$ cat config.mk
export PLATFORM = sky130hd
export DESIGN_NAME = sam_rv32i
export DESIGN_NICKNAME = d
export VERILOG_FILES = /design/src/rtl/sam_rv32i.sv
export SDC_FILE = /design/constraint.sdc
export NUM_CORES = 2
export LEC_CHECK = 0
export BUFFER_PORTS_ARGS = -buffer_cell sky130_fd_sc_hd__clkbuf_2
export CAP_MARGIN = 5
export CELL_PAD_IN_SITES_DETAIL_PLACEMENT = 1
export CELL_PAD_IN_SITES_GLOBAL_PLACEMENT = 1
export CORE_MARGIN = 2
export CORE_UTILIZATION = 40
export DETAILED_ROUTE_END_ITERATION = 8
export PLACE_DENSITY_LB_ADDON = 0.3
export SLEW_MARGIN = 10
export SYNTH_ARGS = -nofsm -noshare
export SYNTH_HDL_FRONTEND = slang
export SYNTH_SLANG_ARGS = --single-unit
export TNS_END_PERCENT = 5
$ cat constraint.sdc
create_clock -name clk -period 7.65 [get_ports clk]
set_clock_uncertainty 0.05 [all_clocks]
set_input_delay 1.53 -clock clk [delete_from_list [all_inputs] [get_ports clk]]
set_output_delay 1.53 -clock clk [all_outputs]
set_load 0.05 [all_outputs]
$ cat src/rtl/sam_rv32i.sv
// Single-cycle RV32I subset core with internal 32-word instruction ROM,
// 32-word data memory and a registered copy of the last register write-back.
module sam_rv32i (
    input  logic        clk,
    input  logic        RN,
    output logic [31:0] NPC,
    output logic [31:0] WB_OUT
);
    localparam int unsigned XLEN  = 32;
    localparam int unsigned NREGS = 32;
    localparam int unsigned NMEM  = 32;

    localparam logic [6:0] OP_R    = 7'b0110011;
    localparam logic [6:0] OP_I    = 7'b0010011;
    localparam logic [6:0] OP_LW   = 7'b0000011;
    localparam logic [6:0] OP_SW   = 7'b0100011;
    localparam logic [6:0] OP_BR   = 7'b1100011;
    localparam logic [6:0] OP_JAL  = 7'b1101111;
    localparam logic [6:0] OP_LUI  = 7'b0110111;
    localparam logic [6:0] F7_ALT  = 7'b0100000;

    logic [XLEN-1:0] npc_q, npc_d;
    logic [XLEN-1:0] wb_q, wb_d;
    logic [XLEN-1:0] rf_q [NREGS];
    logic [XLEN-1:0] rf_d [NREGS];
    logic [XLEN-1:0] dm_q [NMEM];
    logic [XLEN-1:0] dm_d [NMEM];

    function automatic logic [31:0] rom_word(input logic [4:0] idx);
        case (idx)
            5'd0:    rom_word = 32'h0050_0093; // ADDI x1,x0,5
            5'd1:    rom_word = 32'h0030_0113; // ADDI x2,x0,3
            5'd2:    rom_word = 32'h0020_81B3; // ADD  x3,x1,x2
            5'd3:    rom_word = 32'h4020_8233; // SUB  x4,x1,x2
            5'd4:    rom_word = 32'h0030_2023; // SW   x3,0(x0)
            5'd5:    rom_word = 32'h0000_2283; // LW   x5,0(x0)
            5'd6:    rom_word = 32'h0051_8463; // BEQ  x3,x5,+8
            5'd7:    rom_word = 32'h0010_0313; // ADDI x6,x0,1
            5'd8:    rom_word = 32'h0020_E333; // OR   x6,x1,x2
            5'd9:    rom_word = 32'h0020_F3B3; // AND  x7,x1,x2
            5'd10:   rom_word = 32'h0000_006F; // JAL  x0,0
            default: rom_word = 32'h0000_0013; // NOP
        endcase
    endfunction

    logic [31:0]     instr;
    logic [6:0]      opcode, funct7;
    logic [4:0]      rd, rs1, rs2;
    logic [2:0]      funct3;
    logic [XLEN-1:0] rs1_val, rs2_val;
    logic [XLEN-1:0] imm_i, imm_s, imm_b, imm_j, imm_u;
    logic [XLEN-1:0] op_b, alu_res, mem_addr;
    logic [4:0]      shamt, mem_idx;
    logic            is_r, alt, alu_legal, wr_en;
    logic [XLEN-1:0] wr_val;

    assign instr   = rom_word(npc_q[6:2]);
    assign opcode  = instr[6:0];
    assign rd      = instr[11:7];
    assign funct3  = instr[14:12];
    assign rs1     = instr[19:15];
    assign rs2     = instr[24:20];
    assign funct7  = instr[31:25];
    assign rs1_val = (rs1 == 5'd0) ? '0 : rf_q[rs1];
    assign rs2_val = (rs2 == 5'd0) ? '0 : rf_q[rs2];

    assign imm_i = {{20{instr[31]}}, instr[31:20]};
    assign imm_s = {{20{instr[31]}}, instr[31:25], instr[11:7]};
    assign imm_b = {{19{instr[31]}}, instr[31], instr[7], instr[30:25], instr[11:8], 1'b0};
    assign imm_j = {{11{instr[31]}}, instr[31], instr[19:12], instr[20], instr[30:21], 1'b0};
    assign imm_u = {instr[31:12], 12'b0};

    assign is_r  = (opcode == OP_R);
    assign alt   = (funct7 == F7_ALT);
    assign op_b  = is_r ? rs2_val : imm_i;
    assign shamt = op_b[4:0];

    assign mem_addr = rs1_val + ((opcode == OP_SW) ? imm_s : imm_i);
    assign mem_idx  = 5'(mem_addr >> 2);

    // Shared ALU for R-type and OP-IMM; funct7 only qualifies SUB/SRA/SRAI and shifts.
    always_comb begin
        alu_res   = '0;
        alu_legal = 1'b0;
        case (funct3)
            3'b000: begin
                alu_res   = (is_r && alt) ? rs1_val - op_b : rs1_val + op_b;
                alu_legal = !is_r || funct7 == 7'd0 || alt;
            end
            3'b001: begin
                alu_res   = rs1_val << shamt;
                alu_legal = (funct7 == 7'd0);
            end
            3'b010: begin
                alu_res   = {31'b0, $signed(rs1_val) < $signed(op_b)};
                alu_legal = !is_r || funct7 == 7'd0;
            end
            3'b011: begin
                alu_res   = {31'b0, rs1_val < op_b};
                alu_legal = is_r && funct7 == 7'd0;
            end
            3'b100: begin
                alu_res   = rs1_val ^ op_b;
                alu_legal = !is_r || funct7 == 7'd0;
            end
            3'b101: begin
                alu_res   = alt ? 32'($signed(rs1_val) >>> shamt) : rs1_val >> shamt;
                alu_legal = funct7 == 7'd0 || alt;
            end
            3'b110: begin
                alu_res   = rs1_val | op_b;
                alu_legal = !is_r || funct7 == 7'd0;
            end
            default: begin
                alu_res   = rs1_val & op_b;
                alu_legal = !is_r || funct7 == 7'd0;
            end
        endcase
    end

    // Execute / next-state; unsupported encodings fall through as NOP.
    always_comb begin
        npc_d  = npc_q + 32'd4;
        wb_d   = wb_q;
        rf_d   = rf_q;
        dm_d   = dm_q;
        wr_en  = 1'b0;
        wr_val = '0;
        case (opcode)
            OP_R, OP_I: begin
                wr_en  = alu_legal;
                wr_val = alu_res;
            end
            OP_LW: begin
                wr_en  = (funct3 == 3'b010);
                wr_val = dm_q[mem_idx];
            end
            OP_SW: begin
                if (funct3 == 3'b010) dm_d[mem_idx] = rs2_val;
            end
            OP_BR: begin
                if ((funct3 == 3'b000 && rs1_val == rs2_val) ||
                    (funct3 == 3'b001 && rs1_val != rs2_val))
                    npc_d = npc_q + imm_b;
            end
            OP_JAL: begin
                wr_en  = 1'b1;
                wr_val = npc_q + 32'd4;
                npc_d  = npc_q + imm_j;
            end
            OP_LUI: begin
                wr_en  = 1'b1;
                wr_val = imm_u;
            end
            default: ;
        endcase
        if (wr_en && rd != 5'd0) begin
            rf_d[rd] = wr_val;
            wb_d     = wr_val;
        end
    end

    always_ff @(posedge clk) begin
        if (RN) begin
            npc_q <= '0;
            wb_q  <= '0;
            for (int i = 0; i < 32; i++) begin
                rf_q[i] <= '0;
                dm_q[i] <= '0;
            end
        end else begin
            npc_q <= npc_d;
            wb_q  <= wb_d;
            rf_q  <= rf_d;
            dm_q  <= dm_d;
        end
    end

    assign NPC    = npc_q;
    assign WB_OUT = wb_q;
endmodule

After elaboration in Yosys (flattened, before gate mapping)
Memory sizes are Yosys's and may differ from the RTL's. A register that Yosys moved wholly into a read port is not among the register bits.
Index checks and enable logic that the tools add are counted.
- add/sub/neg operators: 6
- multiplexer cells: 29
- reductions and logical operators: 20
- bitwise gates (word level): 7
- order comparisons: 8
- equality and inequality tests: 16
- shifts and indexed selects: 3
- operator list (cell ; count):
    1024-bit bitwise mux ; 2
    32-bit binary-select mux with 5-bit select ; 3
    32-bit two-way mux ; 15
    32-bit demux with 5-bit select ; 2
    32-bit case mux with 7 select lines ; 1
    32-bit case mux with 4 select lines ; 1
    32-bit adder ; 3
    32-bit less-than comparator ; 2
    32-bit case mux with 2 select lines ; 1
    32-bit by 3-bit adder with 32-bit output, second input constant ; 1
    32-bit bitwise AND ; 1
    32-bit equality test ; 1
    32-bit inequality test ; 1
    32-bit OR ; 1
    32-bit by 5-bit left shift with 32-bit output ; 1
    32-bit by 5-bit right shift with 32-bit output ; 1
    32-bit by 5-bit >>> shifter with 32-bit output ; 1
    32-bit subtractor ; 1
    32-bit XOR ; 1
    7-bit by 6-bit equality test with 1-bit output, second input constant ; 4
    6-bit >= comparator, second input constant ; 4
    5-bit NOT with 6-bit output ; 4
    7-bit equality test, second input constant ; 2
    6-bit by 1-bit less-than comparator with 1-bit output, second input constant ; 2
    19 further kinds ; 33
- register bits after elaboration: 2112
- bits of input ports: 2
- word-level logic and storage cells: 156
- bits in read-only memories: 288
- memories: 1
- memories (memory ; depth ; bits a word ; read ports ; clocked after memory_dff ; write ports ; RTL line ; source):
    (no name shown) ; 16 ; 18 ; 1 ; 1 ; 0 ; 30 ; case (idx)

Depth between registers and ports, before layout
- depth after elaboration: 13
- gate-level depth with buffers: 28
- mapped depth without buffers: 20

Worst setup path before layout
No wires, ideal clock.
- path kind: reg-to-reg
- from: register npc_q[6], in the netlist NPC[6]
- to: register rf_q[781] in the netlist's numbering
- required time: 7.444 ns
- period minus slack after synthesis: 6.355 ns
- setup time: 0.156 ns
- buffers on the path: 8
- cell stages (with the launch flop): 24
- data arrival time: 6.149 ns
- setup slack: 1.295 ns
- cells stage by stage: dfxtp_1 > clkbuf_1 > buf_2 > buf_2 > buf_1 > buf_1 > clkbuf_1 > nor3_1 > clkbuf_1 > nand2_1 > ha_1 > clkbuf_1 > or3_1 > or3b_2 > nor2_1 > o21ai_0 > nand3_1 > a21oi_1 > o21a_1 > a311o_1 > xnor2_1 > nor2_1 > nor4_1 > o32ai_1
- word-level cells in the longest chain between the ends: 13
- elaborated cells on any way between the ends: 67
- ends and longest elaborated chain (item ; RTL line ; source):
    start, declared ; 22 ; logic [XLEN-1:0] npc_q, npc_d;
    start signal, assigned ; 172 ; npc_q <= npc_d;
    32-bit two-way mux ; 30 ;
    5-bit NOT with 6-bit output (not written as such) ; 64 ; assign rs1_val = (rs1 == 5'd0) ? '0 : rf_q[rs1];
    32-bit binary-select mux with 5-bit select ; 64 ;
    32-bit two-way mux (not written as such) (2 in a row) ; 64 ;
    32-bit two-way mux ; 64 ;
    7-bit adder ; 78 ; assign mem_addr = rs1_val + ((opcode == OP_SW) ? imm_s : imm_i);
    5-bit NOT with 6-bit output (not written as such) ; 136 ; wr_val = dm_q[mem_idx];
    32-bit binary-select mux with 5-bit select ; 136 ;
    32-bit two-way mux (not written as such) (2 in a row) ; 136 ;
    32-bit case mux with 4 select lines ; 129 ; case (opcode)
    1024-bit bitwise mux ; 158 ; rf_d[rd] = wr_val;
    end signal, assigned ; 174 ; rf_q <= rf_d;
    end, declared ; 24 ; logic [XLEN-1:0] rf_q [NREGS];
Several ways; a longest one is shown, not always the timed one. The select of a mux whose other input is x is not followed.
A chain may end at the register's enable or synchronous reset.

==> impl_metrics.sql <==
INSERT INTO impl_metrics (metric_group, metric, value, unit) VALUES
('timing', 'slew_violations', '0', ''),
('timing', 'clock_period_minus_worst_slack', '7.43', 'ns'),
('synthesis', 'post_synth_edffs', '0', ''),
('synthesis', 'synth-compound-area-share', '25.0', '%'),
('clock_tree', 'cts.htree.levels', '4', ''),
('layout', 'area_growth_syn_to_layout', '11.9', '%'),
('critical_path', 'crit_path_max_incr_delay', '0.78', 'ns'),
('floorplanning', 'io_pins', '66', ''),
('clock_tree', 'numClockSinks', '1327', ''),
('timing', 'max_freq', '135', 'MHz'),
('synthesis', 'post_synth_xor_area_fraction', '1.48', '%'),
('detailed_routing', 'antenna_left', '0', ''),
('global_routing', 'vias_in_the_first_global_route', '69800', ''),
('global_routing', 'grt_start_max_net_pins', '245', ''),
('place', 'hpwl', '239000', 'um'),
('synthesis', 'synth_mux_area_share', '4.18', '%'),
('synthesis', 'ys.flop_type', 'sky130_fd_sc_hd__dfxtp_1', ''),
('synthesis', 'synth_sequential_area_ratio', '39.0', '%'),
('global_routing', 'grt_first_pass_wirelength', '501000', 'um'),
('layout', 'fin_nets', '8889', ''),
('timing', 'rsz0062_at_grt', 'no', ''),
('critical_path', 'cp.arrival', '8.04', 'ns'),
('place', 'buffer_ports.inserted', '64', ''),
('clock_tree', 'cts.repair_timing.setup_buffer_count', '0', ''),
('synthesis', 'post_synth.cell_area_avg', '7.50', 'sq um'),
('synthesis', 'async_flop_share', '0', '%'),
('clock_tree', 'clk-insertion-delay-late', '0.85', 'ns'),
('clock_tree', 'ctsLongestPathBuffers', '3', ''),
('outcome', 'status', 'complete, no violations', ''),
('timing', 'crit_share_post_route', '97.1', '%'),
('place', 'place_congestion', '1.06', ''),
('power', 'leakage', '25.7', 'nW'),
('floorplanning', 'core.rowCount', '151', ''),
('global_routing', 'antenna_found_initial', '15', ''),
('floorplanning', 'core_region_area', '169000', 'sq um'),
('detailed_routing', 'route.detailed.vias_per_inst', '6.39', ''),
('synthesis', 'postSynthRegisterBits', '1327', ''),
('timing', 'hold-worst-slack', '0.403', 'ns'),
('critical_path', 'critical-path-top-cell-by-count', 'sky130_fd_sc_hd__buf_4', ''),
('critical_path', 'path_cells', 'buf_4, nor2b_1, a221oi_1, a221oi_1, and2_1, buf_4, nand2_1, ha_1, nor2_1, nand2_1, or2_2, a21oi_1, o211ai_1, a2111oi_0, o211ai_1, nor4b_1, nor4_4, buf_4, a211oi_1', ''),
('detailed_routing', 'wire_per_inst', '31.4', 'um'),
('min_path', 'timing.hold.worst.class', 'reg2reg', ''),
('critical_path', 'critPathRequiredTime', '8.26', 'ns'),
('clock_tree', 'clk_pin_slew', '0.07', 'ns'),
('detailed_routing', 'num_vias', '70900', ''),
('floorplanning', 'dieArea', '174000', 'sq um'),
('synthesis', 'synth-adder-area-share', '2.28', '%'),
('critical_path', 'worstPathMaxFanout', '33', ''),
('synthesis', 'synth.net_count', '9208', ''),
('clock_tree', 'cts_tree', 'done', ''),
('synthesis', 'synth_area', '68200', 'sq um'),
('flow_run', 'drv_cap', '0', ''),
('power', 'power.density_cell_area', '271', 'nW/um^2'),
('floorplanning', 'start_util', '40.3', '%'),
('critical_path', 'crit_path_end_kind', 'flop', ''),
('timing', 'timing.final.setup_violations', '0', ''),
('detailed_routing', 'drt_first_iter_violations', '7775', ''),
('synthesis', 'synth_simple_gate_area_share', '22.2', '%'),
('timing', 'finalHoldViolations', '0', ''),
('synthesis', 'synthCells', '9085', ''),
('global_routing', 'grt_util_all_layers', '38.8', '%'),
('synthesis', 'largest_family_of_logic_cells_by_synthesized_area', 'compound AO/OA/AOI/OAI gates', ''),
('synthesis', 'synth.distinct_cells', '97', ''),
('global_routing', 'grt-ovfl-total', '0', ''),
('critical_path', 'path_class', 'reg2reg', ''),
('detailed_routing', 'length_of_the_first_detailed_routing_pass_in_iterations', '6', ''),
('clock_tree', 'ctsRootBufferMaster', 'sky130_fd_sc_hd__clkbuf_16', ''),
('critical_path', 'critical_path.startpoint_type', 'flop', ''),
('power', 'worst_ir_drop_vdd', '0.000265', 'V'),
('timing', 'totalNegativeSetupSlack', '0', 'ns'),
('layout', 'drive_above_1_share', '9.82', '%'),
('floorplanning', 'floorplan.die.width', '417', 'um'),
('critical_path', 'worst_r2r_path_depth', '19', ''),
('synthesis', 'yosysWarningCount', '0', ''),
('min_path', 'timing.hold.worst_path_depth', '2', ''),
('detailed_routing', 'drcViolationCount', '0', ''),
('detailed_routing', 'wl', '348000', 'um'),
('timing', 'slew_headroom', '0.588', '%'),
('timing', 'worst_slew_pin_slew', '1.49', 'ns'),
('floorplanning', 'chipHeight', '417', 'um'),
('clock_tree', 'cts_inserted_buffers', '150', ''),
('critical_path', 'critPathSlowestCell', 'sky130_fd_sc_hd__nor2b_1', '');
## path summary, 6_finish.rpt
kind              slack (ns)   endpoint       from
hold / removal          0.40  dm_q[772]  dm_q[772]
setup / recovery        0.22  rf_q[796]       flop
setup reg to reg        0.22  rf_q[796]       flop
hold reg to reg         0.40  dm_q[772]  dm_q[772]
## through the flow
stage	power, mW	cell area, sq um	util (%)	setup slack [ns]	std cells
final	20.7	76300	45.0	0.222	11100
after global routing	21.2	76200	45.0	0.0477	11100
after CTS	20.5	76200	45.0	0.125	11100
after detailed placement	13.3	71400	42.2	0.186	10800
after global placement	13.3	71400	42.2	0.266	10800
after floorplan	10.6	68200	-	1.30	9085
## power breakdown
group / internal, mW / total [mW] / leakage [nW] / switching, mW
clock network: 4.10 / 7.24 / 2.37 / 3.14
logic: 1.60 / 6.17 / 12.7 / 4.57
registers: 7.06 / 7.25 / 10.7 / 0.194
total: 12.8 / 20.7 / 25.7 / 7.91
## worst max-delay path, delay by kind of cell (launching register included)
family	cells	cell delay, ns
and+or+nand+nor	8	2.71
AOI/OAI and AO/OA	7	2.17
adders and majority gates	1	0.47
DFF	1	0.61
buffers and inverters	3	1.18
## layout by cell type, fill, tap and decap left out, drive strengths merged, types with 36 or more instances in the layout
cell type	instances
buf	332
nand2	2242
xnor2	79
ha	117
dfxtp	1327
o22ai	66
nand4	36
inv	132
a22oi	60
o211ai	47
a221oi	71
a31oi	46
mux2i	161
nor2	869
nor3	94
o21ai	170
o32ai	36
o221ai	268
mux2	88
clkbuf	286
xor2	36
a211oi	520
a222oi	45
a21oi	966
nand3	294
## cell type report
cell class                      instances  area [sq um]
Fill cell                           20400         93000
Multi-Input combinational cell       6763         38300
Sequential cell                      1327         26600
Clock buffer                          222          4360
Timing Repair Buffer                  396          3250
Tap cell                             2218          2780
Clock inverter                         44           483
Inverter                              128           483
Antenna cell                            4          10.0
## sequential cells by signal, indices dropped and copies added (netlist names), named ones only
register and flops:
dm_q 1024, rf_q 224, WB_OUT 32, NPC 31
## layer usage
layer	GRT usage (%)	vias to the layer above	share of wire (%)
met3	7.02	822	7.2
met2	60.8	2902	45
li1	-	31400	-
met5	0	-	0.031
met4	25.7	14	7.5
met1	48.9	35800	41
## cells by family (layout without fill, tap and decap cells)
logic type	after synthesis	after routing
and+or+nand+nor	3723	3723
AOI/OAI and AO/OA	2542	2542
DFF	1327	1327
buffers and inverters	995	790
muxes	260	260
adders and majority gates	122	122
xor gates and xnor gates	115	115
other	1	5
## repair_timing
| action | CTS | global route |
|---|---|---|
| endpoints found under the setup margin | 0 | 8 |
| gates resized for setup | 0 | 1 |
| hold buffers | 0 | 0 |
## synth_stat cells (23+ instances only)
| cell type | n | area [sq um] |
|---|---|---|
| sky130_fd_sc_hd__nor2b_1 | 23 | 144 |
| sky130_fd_sc_hd__nand3_1 | 294 | 1470 |
| sky130_fd_sc_hd__dfxtp_1 | 1327 | 26600 |
| sky130_fd_sc_hd__a211oi_1 | 512 | 3840 |
| sky130_fd_sc_hd__a31oi_1 | 46 | 288 |
| sky130_fd_sc_hd__nand2_1 | 2242 | 8420 |
| sky130_fd_sc_hd__o32ai_1 | 36 | 315 |
| sky130_fd_sc_hd__nor3_1 | 93 | 465 |
| sky130_fd_sc_hd__o221ai_1 | 268 | 2350 |
| sky130_fd_sc_hd__clkbuf_1 | 667 | 2500 |
| sky130_fd_sc_hd__and3_1 | 28 | 175 |
| sky130_fd_sc_hd__nand4_1 | 36 | 225 |
| sky130_fd_sc_hd__inv_1 | 118 | 443 |
| sky130_fd_sc_hd__a22oi_1 | 59 | 443 |
| sky130_fd_sc_hd__xnor2_1 | 79 | 692 |
| sky130_fd_sc_hd__o21bai_1 | 25 | 188 |
| sky130_fd_sc_hd__o211ai_1 | 47 | 353 |
| sky130_fd_sc_hd__o21ai_0 | 155 | 776 |
| sky130_fd_sc_hd__mux2i_1 | 161 | 1610 |
| sky130_fd_sc_hd__a222oi_1 | 45 | 450 |
| sky130_fd_sc_hd__o22ai_1 | 66 | 413 |
| sky130_fd_sc_hd__nor4_1 | 24 | 150 |
| sky130_fd_sc_hd__a21oi_1 | 962 | 4810 |
| sky130_fd_sc_hd__buf_1 | 40 | 150 |
| sky130_fd_sc_hd__buf_2 | 147 | 736 |
| sky130_fd_sc_hd__ha_1 | 117 | 1460 |
| sky130_fd_sc_hd__nor2_1 | 869 | 3260 |
| sky130_fd_sc_hd__xor2_1 | 36 | 315 |
| sky130_fd_sc_hd__a221oi_1 | 69 | 604 |
| sky130_fd_sc_hd__a21o_1 | 34 | 255 |
| sky130_fd_sc_hd__mux2_2 | 80 | 901 |
No activity file was read; power rests on OpenSTA's default activity.
